==> config.mk <==
export PLATFORM = sky130hd
export DESIGN_NAME = shift_add_multiplier
export DESIGN_NICKNAME = d
export VERILOG_FILES = /design/src/rtl/shift_add_multiplier.sv
export SDC_FILE = /design/constraint.sdc
export NUM_CORES = 1
export LEC_CHECK = 0
export CAP_MARGIN = 20
export CORE_MARGIN = 3
export CORE_UTILIZATION = 28
export DETAILED_ROUTE_END_ITERATION = 8
export PLACE_DENSITY = 0.47
export SLEW_MARGIN = 20
export SYNTH_ARGS = -nofsm -noshare
export SYNTH_HDL_FRONTEND = slang
export SYNTH_SLANG_ARGS = --single-unit
export TNS_END_PERCENT = 1
==> constraint.sdc <==
create_clock -name clk -period 4.4 [get_ports clk]
set_input_delay 0.88 -clock clk [delete_from_list [all_inputs] [get_ports clk]]
set_output_delay 0.88 -clock clk [all_outputs]
set_load 0.01 [all_outputs]
==> src/rtl/shift_add_multiplier.sv <==
// Multi-cycle unsigned WIDTH x WIDTH shift-and-add multiplier.
// Returns the low WIDTH product bits, an overflow flag and a start/busy/done handshake.
module shift_add_multiplier #(
    parameter int unsigned WIDTH      = 16,
    parameter bit          EARLY_EXIT = 1'b1
) (
    input  logic             clk,
    input  logic             reset_n,
    input  logic             start,
    input  logic [WIDTH-1:0] in0,
    input  logic [WIDTH-1:0] in1,
    output logic [WIDTH-1:0] out,
    output logic             overflow,
    output logic             busy,
    output logic             done
);

    localparam int unsigned CW = $clog2(WIDTH);

    typedef enum logic [1:0] {
        IDLE = 2'd0,
        RUN  = 2'd1,
        DONE = 2'd2
    } state_e;

    state_e           state_q, state_d;
    logic [WIDTH-1:0] a_q, a_d;
    logic [WIDTH-1:0] b_q, b_d;
    logic [WIDTH-1:0] acc_q, acc_d;
    logic [WIDTH-1:0] out_q, out_d;
    logic [CW-1:0]    count_q, count_d;
    logic             lost_q, lost_d;
    logic             ovf_q, ovf_d;

    // Combinational adder stage: wraps mod 2^WIDTH, carry recovered by compare.
    logic [WIDTH-1:0] sum;
    logic             carry;
    assign sum   = acc_q + a_q;
    assign carry = (sum < acc_q);

    always_comb begin
        state_d = state_q;
        a_d     = a_q;
        b_d     = b_q;
        acc_d   = acc_q;
        out_d   = out_q;
        count_d = count_q;
        lost_d  = lost_q;
        ovf_d   = ovf_q;
        busy    = 1'b0;
        done    = 1'b0;
        unique case (state_q)
            IDLE: begin
                if (start) begin
                    state_d = RUN;
                    a_d     = in0;
                    b_d     = in1;
                    acc_d   = '0;
                    count_d = '0;
                    lost_d  = 1'b0;
                    ovf_d   = 1'b0;
                end
            end
            RUN: begin
                busy = 1'b1;
                if (b_q[0]) begin
                    acc_d = sum;
                    if (carry || lost_q) ovf_d = 1'b1;
                end
                a_d     = a_q << 1;
                lost_d  = lost_q | a_q[WIDTH-1];
                b_d     = b_q >> 1;
                count_d = count_q + 1'b1;
                if ((count_q == CW'(WIDTH - 1)) || (EARLY_EXIT && (b_d == '0))) begin
                    state_d = DONE;
                    out_d   = acc_d;
                end
            end
            DONE: begin
                busy    = 1'b1;
                done    = 1'b1;
                state_d = IDLE;
            end
            default: state_d = IDLE;
        endcase
    end

    always_ff @(posedge clk or negedge reset_n) begin
        if (!reset_n) begin
            state_q <= IDLE;
            a_q     <= '0;
            b_q     <= '0;
            acc_q   <= '0;
            out_q   <= '0;
            count_q <= '0;
            lost_q  <= 1'b0;
            ovf_q   <= 1'b0;
        end else begin
            state_q <= state_d;
            a_q     <= a_d;
            b_q     <= b_d;
            acc_q   <= acc_d;
            out_q   <= out_d;
            count_q <= count_d;
            lost_q  <= lost_d;
            ovf_q   <= ovf_d;
        end
    end

    assign out      = out_q;
    assign overflow = ovf_q;

endmodule

==> impl_metrics.xml, run 1 <==
<?xml version="1.0" encoding="UTF-8"?>
<metrics>
  <group name="timing">
    <metric name="worst_hold_slack" unit="ps">481</metric>
    <metric name="final_hold_viol_count" unit="">0</metric>
    <metric name="fin_worst_skew" unit="ps">7.29</metric>
    <metric name="finalSetupViolations" unit="">0</metric>
    <metric name="tns_setup" unit="ps">0</metric>
    <metric name="layout_worst_path_cycle_share" unit="">0.816</metric>
    <metric name="slew-limit-headroom" unit="">0.345</metric>
    <metric name="grt_setup_unrepaired" unit="">false</metric>
    <metric name="max_freq" unit="GHz">0.279</metric>
    <metric name="slew_violations" unit="">0</metric>
    <metric name="worst-slew-pin-transition" unit="ps">982</metric>
    <metric name="layout_min_cycle_time" unit="ps">3590</metric>
  </group>
  <group name="yosys">
    <metric name="syn-instance-count" unit="">458</metric>
    <metric name="number_of_enable_flip_flop_cells_after_synthesis" unit="">0</metric>
    <metric name="seq_area_frac_synth" unit="">0.423</metric>
    <metric name="synth_top_cell_by_area" unit="">dfrtp_1</metric>
    <metric name="netlist.area_leader.share" unit="">0.423</metric>
    <metric name="synth.ff_latch_count" unit="">72</metric>
    <metric name="ys_top_cells_by_count" unit="">72 x dfrtp_1, 60 x a21oi_1, 60 x o22ai_1, 33 x ha_1, 30 x o21ai_0</metric>
    <metric name="largest_cells_by_area_after_synthesis" unit="">dfrtp_1 42%, ha_1 9.7%, o22ai_1 8.8%</metric>
    <metric name="netlist_area" unit="µm²">4260</metric>
    <metric name="dominantRegCellSynth" unit="">dfrtp_1</metric>
    <metric name="yosys_warnings" unit="">0</metric>
    <metric name="synthesis.nets" unit="">527</metric>
    <metric name="ys_types" unit="">50</metric>
    <metric name="synthesized_area_divided_by_synthesized_cell_count" unit="µm²">9.29</metric>
    <metric name="yosysMostFrequentCell" unit="">dfrtp_1</metric>
    <metric name="async_reset_ff_frac" unit="">1.00</metric>
  </group>
  <group name="grt">
    <metric name="first_pass_grt_wire_length" unit="µm">19600</metric>
    <metric name="first_global_vias" unit="">3686</metric>
    <metric name="antenna_violations_before_repair" unit="">0</metric>
    <metric name="grt_start_max_net_pins" unit="">73</metric>
    <metric name="grt_overflow" unit="">0</metric>
    <metric name="gr-usage-all-layers" unit="">0.150</metric>
  </group>
  <group name="clocking">
    <metric name="ctsLongestPathBuffers" unit="">2</metric>
    <metric name="post_cts_sizing" unit="">0</metric>
    <metric name="clk_transition_reported_paths" unit="ps">60</metric>
    <metric name="hold_buffers" unit="">0</metric>
    <metric name="tritoncts.num_buffers" unit="">9</metric>
    <metric name="clock_sink_count" unit="">72</metric>
    <metric name="cts_htree_levels" unit="">3</metric>
    <metric name="cts_root_buffer" unit="">clkbuf_16</metric>
    <metric name="tritoncts_clock_tree" unit="">yes</metric>
    <metric name="cts_setup_buffers" unit="">0</metric>
    <metric name="worstSkewPairLatency" unit="ps">350</metric>
  </group>
  <group name="detailed_routing">
    <metric name="drc" unit="">0</metric>
    <metric name="drt-total-wl" unit="µm">11900</metric>
    <metric name="drt-wirelength-per-cell" unit="µm">17.2</metric>
    <metric name="drtIter0Drc" unit="">183</metric>
    <metric name="route.vias.total" unit="">3690</metric>
    <metric name="antenna_violating_nets_post_route" unit="">0</metric>
    <metric name="detailed_routing_iteration_count_for_the_pre_antenna_repair_pass" unit="">4</metric>
    <metric name="post_drt_via_cell_ratio" unit="">5.35</metric>
  </group>
  <group name="finish">
    <metric name="finish.utilization" unit="">0.356</metric>
    <metric name="area_of_all_placed_cells_without_fillers" unit="µm²">5240</metric>
    <metric name="antenna-diode-count" unit="">0</metric>
    <metric name="areaGrowthSynthToFinish" unit="%">23.1</metric>
    <metric name="fin_nets" unit="">570</metric>
    <metric name="drive_above_1_share" unit="">0.0632</metric>
  </group>
  <group name="setup_path">
    <metric name="crit_type" unit="">reg -&gt; reg</metric>
    <metric name="crit_path_cell_trace" unit="">ha_1 &gt; fa_1 &gt; a21oi_1 &gt; o21bai_1 &gt; o211a_1 &gt; o21ai_0 &gt; o21ai_0 &gt; xor2_1 &gt; ha_1 &gt; nand4_1 &gt; a211oi_1 &gt; a2111oi_0 &gt; o31a_1</metric>
    <metric name="required" unit="ps">4690</metric>
    <metric name="critical_path.max_stage_delay" unit="ps">490</metric>
    <metric name="cp_slowest_cell" unit="">a2111oi_0</metric>
    <metric name="cp-end-kind" unit="">flop</metric>
    <metric name="worst-endpoint-arrival" unit="ps">3880</metric>
    <metric name="timing.reg2reg.setup_slack" unit="ps">810</metric>
    <metric name="worst_setup_path_start_kind" unit="">flop</metric>
    <metric name="worst_path_maximum_fanout" unit="">4</metric>
  </group>
  <group name="floorplanning">
    <metric name="core_area" unit="µm²">14700</metric>
    <metric name="placementRows" unit="">44</metric>
    <metric name="initial_core_utilization" unit="">0.290</metric>
    <metric name="ios" unit="">54</metric>
    <metric name="die_x" unit="µm">129</metric>
    <metric name="floorplan.die_area" unit="µm²">16700</metric>
    <metric name="fp.dieH" unit="µm">129</metric>
  </group>
  <group name="power_and_ir_drop">
    <metric name="p_total" unit="mW">4.58</metric>
    <metric name="p_leak" unit="nW">2.21</metric>
    <metric name="vdd_ir_drop_max" unit="µV">368</metric>
    <metric name="power_frac_comb" unit="">0.588</metric>
    <metric name="internal_power" unit="mW">2.45</metric>
    <metric name="netSwitchingPower" unit="mW">2.13</metric>
    <metric name="cellPowerDensity" unit="nW/µm²">875</metric>
    <metric name="clockPowerShare" unit="">0.154</metric>
    <metric name="part_of_the_power_in_registers" unit="">0.258</metric>
    <metric name="swShare" unit="">0.465</metric>
  </group>
  <group name="status">
    <metric name="result_of_the_run" unit="">completed</metric>
  </group>
  <group name="placement">
    <metric name="detailed_place.area" unit="µm²">4960</metric>
    <metric name="hpwl" unit="µm">8030</metric>
    <metric name="finalWeightedCongestion" unit="">0.864</metric>
    <metric name="port_buffers" unit="">53</metric>
  </group>
  <group name="flow_run">
    <metric name="maxCapViolCount" unit="">0</metric>
  </group>
  <group name="worst_hold_path">
    <metric name="hold_path_class" unit="">reg -&gt; reg</metric>
  </group>
</metrics>
[cell families (layout without fill, tap and decap cells)]
logic type | count (synthesis) | count (layout) | synth area share
AO/OA/AOI/OAI | 203 | 203 | 0.299
XOR/XNOR | 15 | 15 | 0.0309
adder cells (fa/ha/maj) | 34 | 34 | 0.102
buffers and inverters | 47 | 95 | 0.0417
flip-flops | 72 | 72 | 0.423
multiplexers | 9 | 9 | 0.0212
AND/OR/NAND/NOR | 78 | 78 | 0.0826
[critical path: cells and delay by family (launching register included)]
| family | cells | cell delay (ps) |
|---|---|---|
| xor gates and xnor gates | 1 | 270 |
| DFF | 1 | 410 |
| AOI/OAI and AO/OA | 8 | 1710 |
| adders and majority gates | 3 | 1010 |
| and+or+nand+nor | 1 | 120 |
[power groups by stage]
stage                     Clock (mW)  Combinational [mW]  Sequential (mW)
final                          0.707                2.70             1.18
after floorplan                    0                2.12             1.07
after detailed placement           0                2.70             1.19
after global placement             0                2.68             1.18
after CTS                      0.722                2.71             1.18
after global routing           0.756                3.08             1.22
[metrics by stage]
step | cells | setup WS, ps
6_report | 690 | 810
5_1_grt | 690 | 567
4_1_cts | 690 | 805
3_5_place_dp | 674 | 822
3_3_place_gp | 674 | 996
2_1_floorplan | 458 | 1200
[state kept, by name, summed over array words and instances (netlist names)]
name / flops
acc_q: 16
a_q: 16
b_q: 16
state_q: 2
out: 16
count_q: 4
overflow: 1
lost_q: 1
[placed cells by master, fill, tap and decap left out, types with 2 or more instances in the layout]
| master | count |
|---|---|
| a211o_1 | 2 |
| a21o_1 | 7 |
| a21oi_1 | 60 |
| a22o_1 | 16 |
| a31oi_1 | 3 |
| and3_1 | 2 |
| buf_4 | 7 |
| clkbuf_16 | 9 |
| clkdlybuf4s50_1 | 52 |
| clkinv_2 | 2 |
| clkinvlp_4 | 2 |
| dfrtp_1 | 71 |
| ha_1 | 33 |
| inv_1 | 19 |
| inv_6 | 2 |
| mux2i_1 | 9 |
| nand2_1 | 29 |
| nand2b_1 | 2 |
| nand3_1 | 5 |
| nand4_1 | 5 |
| nor2_1 | 22 |
| nor2b_1 | 4 |
| nor3_1 | 3 |
| nor4_1 | 3 |
| o211a_1 | 2 |
| o211ai_1 | 2 |
| o21ai_0 | 30 |
| o21ai_1 | 2 |
| o21bai_1 | 3 |
| o22ai_1 | 60 |
| xnor2_1 | 11 |
| xor2_1 | 4 |
[metal layers]
layer	share of wire	track usage	vias to the layer above	routed length (µm)
met1	0.51	0.215	1794	6010
met2	0.44	0.221	70	5160
met3	0.039	0.0309	15	457
li1	-	-	1811	-
met4	0.019	0.0556	0	222
met5	0	0	-	0
[final timing paths]
path	start	to	cells past startpoint
max	a_q[0]	overflow	13
min	out[7]	out[7]	2
min in group asynchronous	reset_n	out[14]	1
max in group asynchronous	reset_n	b_q[0]	1
min reg2reg	out[7]	out[7]	2
max reg2reg	a_q[0]	overflow	13
[final cells by class]
class / count / area, µm²
fillers: 1510 / 9460
multi-input cells: 339 / 2280
flip-flops and latches: 72 / 1800
repair buffers: 59 / 573
clock buffers: 10 / 239
well taps: 184 / 230
inverters: 20 / 75.1
clock inverters: 6 / 42.5
Note: power is estimated with default switching activity, not from simulation.
==> run 2: changes to the inputs <==
Clock period 4.4 ns to 3.4 ns, I/O delays scaled along.
==> impl_metrics.xml, run 2 (synthesis gave the netlist of run 1 again) <==
<?xml version="1.0" encoding="UTF-8"?>
<metrics>
  <group name="detailed_routing">
    <metric name="route.vias.total" unit="">3741</metric>
    <metric name="post_drt_via_cell_ratio" unit="">5.29</metric>
    <metric name="detailed_routing_iteration_count_for_the_pre_antenna_repair_pass" unit="">4</metric>
    <metric name="drtIter0Drc" unit="">200</metric>
    <metric name="drt-wirelength-per-cell" unit="µm">16.9</metric>
    <metric name="antenna_violating_nets_post_route" unit="">0</metric>
    <metric name="drc" unit="">0</metric>
    <metric name="drt-total-wl" unit="µm">11900</metric>
  </group>
  <group name="grt">
    <metric name="grt_overflow" unit="">0</metric>
    <metric name="gr-usage-all-layers" unit="">0.151</metric>
    <metric name="global_route.usage.met3" unit="">0.0334</metric>
    <metric name="first_global_vias" unit="">3723</metric>
    <metric name="global_route.peak_usage_layer" unit="">met2</metric>
    <metric name="met2_track_utilization_from_global_routing" unit="">0.220</metric>
    <metric name="antenna_violations_before_repair" unit="">0</metric>
    <metric name="grt_use_met1" unit="">0.218</metric>
    <metric name="first_pass_grt_wire_length" unit="µm">19700</metric>
    <metric name="grt_start_max_net_pins" unit="">73</metric>
  </group>
  <group name="worst_hold_path">
    <metric name="hold_path_class" unit="">reg -&gt; reg</metric>
    <metric name="hold-path-endpoint" unit="">out[7]</metric>
    <metric name="worstHoldPathCells" unit="">2</metric>
    <metric name="holdCritStartpoint" unit="">out[7]</metric>
  </group>
  <group name="timing">
    <metric name="final_hold_viol_count" unit="">0</metric>
    <metric name="slew_violations" unit="">0</metric>
    <metric name="worst_hold_slack" unit="ps">474</metric>
    <metric name="layout_min_cycle_time" unit="ps">3250</metric>
    <metric name="worst-slew-pin-transition" unit="ps">957</metric>
    <metric name="layout_worst_path_cycle_share" unit="">0.957</metric>
    <metric name="slew-limit-headroom" unit="">0.362</metric>
    <metric name="max_freq" unit="GHz">0.307</metric>
    <metric name="finalSetupViolations" unit="">0</metric>
    <metric name="fin_worst_skew" unit="ps">5.75</metric>
  </group>
  <group name="floorplanning">
    <metric name="ios" unit="">54</metric>
    <metric name="core_area" unit="µm²">14700</metric>
    <metric name="fp.dieH" unit="µm">129</metric>
    <metric name="floorplan.die_area" unit="µm²">16700</metric>
    <metric name="initial_core_utilization" unit="">0.290</metric>
    <metric name="die_x" unit="µm">129</metric>
    <metric name="placementRows" unit="">44</metric>
  </group>
  <group name="clocking">
    <metric name="clock_sink_count" unit="">72</metric>
    <metric name="hold_buffers" unit="">0</metric>
    <metric name="clk_transition_reported_paths" unit="ps">60</metric>
    <metric name="tritoncts_clock_tree" unit="">yes</metric>
    <metric name="worstSkewPairLatency" unit="ps">340</metric>
    <metric name="tritoncts.num_buffers" unit="">9</metric>
    <metric name="ctsLongestPathBuffers" unit="">2</metric>
    <metric name="cts_root_buffer" unit="">clkbuf_16</metric>
    <metric name="cts_htree_levels" unit="">3</metric>
  </group>
  <group name="finish">
    <metric name="layout.cells.most_common_list" unit="">72 x dfrtp_1, 60 x o22ai_1, 58 x a21oi_1</metric>
    <metric name="post_layout_nonfiller_instances" unit="">707</metric>
    <metric name="antenna-diode-count" unit="">0</metric>
    <metric name="fin_nets" unit="">587</metric>
    <metric name="drive_above_1_share" unit="">0.107</metric>
    <metric name="n_fill_cell" unit="">1481</metric>
    <metric name="areaGrowthSynthToFinish" unit="%">29.7</metric>
    <metric name="most_common_library_cell_in_the_layout_ignoring_fill_and_taps" unit="">dfrtp_1</metric>
  </group>
  <group name="setup_path">
    <metric name="worst-endpoint-arrival" unit="ps">3480</metric>
    <metric name="worst_path_maximum_fanout" unit="">3</metric>
    <metric name="r2r_start" unit="">a_q[1]</metric>
    <metric name="critical_path.max_stage_delay" unit="ps">380</metric>
    <metric name="cp-end-kind" unit="">flop</metric>
    <metric name="required" unit="ps">3630</metric>
    <metric name="crit_path_cell_trace" unit="">ha_1 &gt; a211o_1 &gt; a21oi_1 &gt; a211oi_2 &gt; o21ba_2 &gt; o21ai_0 &gt; xnor2_1 &gt; ha_1 &gt; nand4_1 &gt; a211oi_2 &gt; a2111oi_4 &gt; o31a_1</metric>
    <metric name="crit_type" unit="">reg -&gt; reg</metric>
    <metric name="r2r_worst_path_depth" unit="">12</metric>
    <metric name="worst_setup_path_start_kind" unit="">flop</metric>
    <metric name="r2r_end" unit="">overflow</metric>
    <metric name="timing.reg2reg.setup_slack" unit="ps">150</metric>
    <metric name="cp_slowest_cell" unit="">dfrtp_1</metric>
  </group>
  <group name="status">
    <metric name="result_of_the_run" unit="">completed</metric>
  </group>
  <group name="placement">
    <metric name="number_of_instances_in_the_placed_design" unit="">687</metric>
    <metric name="hpwl" unit="µm">8100</metric>
    <metric name="port_buffers" unit="">53</metric>
    <metric name="finalWeightedCongestion" unit="">0.825</metric>
  </group>
  <group name="power_and_ir_drop">
    <metric name="p_total" unit="mW">6.62</metric>
    <metric name="vdd_ir_drop_max" unit="µV">313</metric>
    <metric name="cellPowerDensity" unit="nW/µm²">1200</metric>
    <metric name="p_leak" unit="nW">2.35</metric>
  </group>
  <group name="flow_run">
    <metric name="maxCapViolCount" unit="">0</metric>
  </group>
</metrics>
[run 2: changes by cell type in the layout (fill, tap and decap cells not counted), sizes merged]
cell and change:
buf +17, bufinv +4, clkinvlp -2, inv -2
[run 2: worst max-delay path, delay by kind of cell (launching register included)]
kind                       cells  cell delay (ps)
AOI/OAI and AO/OA              8             1820
adders and majority gates      2              680
DFF                            1              380
and+or+nand+nor                1              160
xor gates and xnor gates       1              100
[run 2: worst max-delay path by stage]
| stage | start | end | slack [ps] | cells past startpoint |
|---|---|---|---|---|
| 3_3_place_gp | acc_q[2] | overflow | 110 | 13 |
| 4_1_cts | acc_q[0] | overflow | 10 | 13 |
| 6_report | a_q[1] | overflow | 150 | 12 |
| 3_5_place_dp | acc_q[2] | overflow | -30 | 13 |
| 5_1_grt | acc_q[0] | overflow | -50 | 13 |
| 2_1_floorplan | a_q[2] | overflow | 200 | 13 |
[run 2: timing repair]
item | CTS | global route
setup buffers | 1 | 3
pin swaps | 1 | 3
gates cloned | 0 | 0
setup endpoints to repair | 1 | 1
resized for setup | 1 | 11
[run 2: per-stage QoR]
| stage | worst slack [ps] | util | cell area, µm² | TNS, ps |
|---|---|---|---|---|
| floorplan | 202 | - | 4260 | 0 |
| global placement | 107 | 0.344 | 5050 | 0 |
| detailed placement | -33.5 | 0.344 | 5050 | -33.5 |
| CTS | 14.0 | 0.370 | 5430 | 0 |
| global route | -47.1 | 0.376 | 5520 | -47.1 |
| finish | 146 | 0.376 | 5520 | 0 |
[run 2: cell type report]
class / count / area [µm²] / area share
multi-input combinational: 339 / 2340 / 0.425
tap: 184 / 230 / 0.0417
timing repair buffer: 76 / 701 / 0.127
inverter: 20 / 75.1 / 0.0136
sequential: 72 / 1800 / 0.326
clock buffer: 10 / 239 / 0.0433
clock inverter: 6 / 130 / 0.0236
[run 2: power by group]
part	internal (mW)	switching [mW]
Sequential	1.16	0.317
Clock	0.808	0.375
Combinational	1.79	2.18
[run 2: routing by layer]
layer / up-vias / wire [µm]
met3: 14 / 598
met5: - / 0
li1: 1851 / -
met4: 0 / 212
met2: 90 / 5270
met1: 1786 / 5860
==> run 3: changes to the inputs <==
Settings changed: SKIP_CTS_REPAIR_TIMING set to 1.
==> impl_metrics.xml, run 3 (synthesis gave the netlist of run 1 again) <==
<?xml version="1.0" encoding="UTF-8"?>
<metrics>
  <group name="detailed_routing">
    <metric name="antenna_violating_nets_post_route" unit="">0</metric>
    <metric name="post_drt_via_cell_ratio" unit="">5.32</metric>
    <metric name="drt-wirelength-per-cell" unit="µm">16.8</metric>
    <metric name="detailed_routing_iteration_count_for_the_pre_antenna_repair_pass" unit="">4</metric>
    <metric name="route.vias.total" unit="">3762</metric>
    <metric name="drtIter0Drc" unit="">183</metric>
    <metric name="drc" unit="">0</metric>
    <metric name="drt-total-wl" unit="µm">11900</metric>
  </group>
  <group name="grt">
    <metric name="grt_start_max_net_pins" unit="">73</metric>
    <metric name="global_route.peak_usage_layer" unit="">met2</metric>
    <metric name="antenna_violations_before_repair" unit="">0</metric>
    <metric name="grt_use_met1" unit="">0.218</metric>
    <metric name="first_global_vias" unit="">3721</metric>
    <metric name="grt_overflow" unit="">0</metric>
    <metric name="global_route.usage.met3" unit="">0.0334</metric>
    <metric name="met2_track_utilization_from_global_routing" unit="">0.220</metric>
    <metric name="first_pass_grt_wire_length" unit="µm">19700</metric>
    <metric name="gr-usage-all-layers" unit="">0.150</metric>
  </group>
  <group name="placement">
    <metric name="dp_worst_setup_slack" unit="ps">-33.5</metric>
    <metric name="port_buffers" unit="">53</metric>
    <metric name="hpwl" unit="µm">8100</metric>
    <metric name="finalWeightedCongestion" unit="">0.825</metric>
    <metric name="number_of_instances_in_the_placed_design" unit="">687</metric>
    <metric name="detailed_place.area" unit="µm²">5050</metric>
  </group>
  <group name="timing">
    <metric name="slew_violations" unit="">0</metric>
    <metric name="finalSetupViolations" unit="">0</metric>
    <metric name="worst-slew-pin-transition" unit="ps">961</metric>
    <metric name="fin_worst_skew" unit="ps">5.72</metric>
    <metric name="final_hold_viol_count" unit="">0</metric>
    <metric name="max_freq" unit="GHz">0.308</metric>
    <metric name="layout_min_cycle_time" unit="ps">3250</metric>
    <metric name="slew-limit-headroom" unit="">0.359</metric>
    <metric name="tns_setup" unit="ps">0</metric>
    <metric name="worst_hold_slack" unit="ps">474</metric>
    <metric name="worst_slack" unit="ps">149</metric>
    <metric name="layout_worst_path_cycle_share" unit="">0.956</metric>
  </group>
  <group name="finish">
    <metric name="most_common_library_cell_in_the_layout_ignoring_fill_and_taps" unit="">dfrtp_1</metric>
    <metric name="post_layout_nonfiller_instances" unit="">707</metric>
    <metric name="area_of_all_placed_cells_without_fillers" unit="µm²">5520</metric>
    <metric name="areaGrowthSynthToFinish" unit="%">29.7</metric>
    <metric name="antenna-diode-count" unit="">0</metric>
    <metric name="finish.utilization" unit="">0.376</metric>
    <metric name="drive_above_1_share" unit="">0.107</metric>
    <metric name="fin_nets" unit="">587</metric>
    <metric name="layout.cells.most_common_list" unit="">72 x dfrtp_1, 60 x o22ai_1, 58 x a21oi_1</metric>
  </group>
  <group name="floorplanning">
    <metric name="floorplan.die_area" unit="µm²">16700</metric>
    <metric name="die_x" unit="µm">129</metric>
    <metric name="core_area" unit="µm²">14700</metric>
    <metric name="placementRows" unit="">44</metric>
    <metric name="fp.dieH" unit="µm">129</metric>
    <metric name="initial_core_utilization" unit="">0.290</metric>
    <metric name="ios" unit="">54</metric>
  </group>
  <group name="worst_hold_path">
    <metric name="holdCritStartpoint" unit="">out[7]</metric>
    <metric name="hold-path-endpoint" unit="">out[7]</metric>
    <metric name="hold_path_class" unit="">reg -&gt; reg</metric>
    <metric name="worstHoldPathCells" unit="">2</metric>
  </group>
  <group name="setup_path">
    <metric name="required" unit="ps">3630</metric>
    <metric name="cp-end-kind" unit="">flop</metric>
    <metric name="r2r_end" unit="">overflow</metric>
    <metric name="worst_setup_path_start_kind" unit="">flop</metric>
    <metric name="worst_path_maximum_fanout" unit="">3</metric>
    <metric name="worst-endpoint-arrival" unit="ps">3480</metric>
    <metric name="r2r_start" unit="">acc_q[0]</metric>
    <metric name="timing.reg2reg.setup_slack" unit="ps">150</metric>
    <metric name="r2r_worst_path_depth" unit="">13</metric>
    <metric name="crit_type" unit="">reg -&gt; reg</metric>
  </group>
  <group name="power_and_ir_drop">
    <metric name="vdd_ir_drop_max" unit="µV">313</metric>
    <metric name="p_leak" unit="nW">2.35</metric>
    <metric name="cellPowerDensity" unit="nW/µm²">1200</metric>
    <metric name="p_total" unit="mW">6.62</metric>
  </group>
  <group name="clocking">
    <metric name="tritoncts_clock_tree" unit="">yes</metric>
    <metric name="ctsLongestPathBuffers" unit="">2</metric>
    <metric name="tritoncts.num_buffers" unit="">9</metric>
    <metric name="clk_transition_reported_paths" unit="ps">60</metric>
    <metric name="cts_root_buffer" unit="">clkbuf_16</metric>
    <metric name="clock_sink_count" unit="">72</metric>
    <metric name="cts_htree_levels" unit="">3</metric>
    <metric name="worstSkewPairLatency" unit="ps">340</metric>
  </group>
  <group name="status">
    <metric name="result_of_the_run" unit="">completed</metric>
  </group>
  <group name="flow_run">
    <metric name="maxCapViolCount" unit="">0</metric>
  </group>
</metrics>
-- run 3: cell counts in the layout (fill, tap and decap cells not counted) --
Identical to the previous run, type by type.
-- run 3: worst max path at each step --
stage,startpoint,to,slack [ps]
2_1_floorplan,a_q[2],overflow,200
3_3_place_gp,acc_q[2],overflow,110
3_5_place_dp,acc_q[2],overflow,-30
4_1_cts,acc_q[0],overflow,-60
5_1_grt,acc_q[0],overflow,-50
6_report,acc_q[0],overflow,150
-- run 3: power by group --
part           leakage (nW)  internal [mW]  switching, mW
Sequential            0.865           1.16          0.317
Combinational          1.30           1.79           2.17
Clock                 0.182          0.808          0.376
-- run 3: per-layer routing --
| metal | up-vias | routed length, µm |
|---|---|---|
| li1 | 1851 | - |
| met1 | 1810 | 5890 |
| met2 | 84 | 5260 |
| met3 | 17 | 518 |
| met4 | 0 | 218 |
| met5 | - | 0 |
-- run 3: area by class of cell --
class | count | area (µm²)
timing repair buffer | 76 | 701
clock buffer | 10 | 239
multi-input combinational | 339 | 2340
fill | 1481 | 9180
clock inverter | 6 | 130
inverter | 20 | 75.1
tap | 184 | 230
sequential | 72 | 1800
-- run 3: worst max-delay path, cell delays in order, from the launching register on --
cell and delay (ps):
dfrtp_1 390, ha_1 230, fa_1 430, a21oi_2 170, o21bai_1 120, o211a_1 250, o21ai_2 160, o21ai_0 110
xor2_1 200, ha_1 290, nand4_1 130, a211oi_2 270, a2111oi_4 90, o31a_1 300
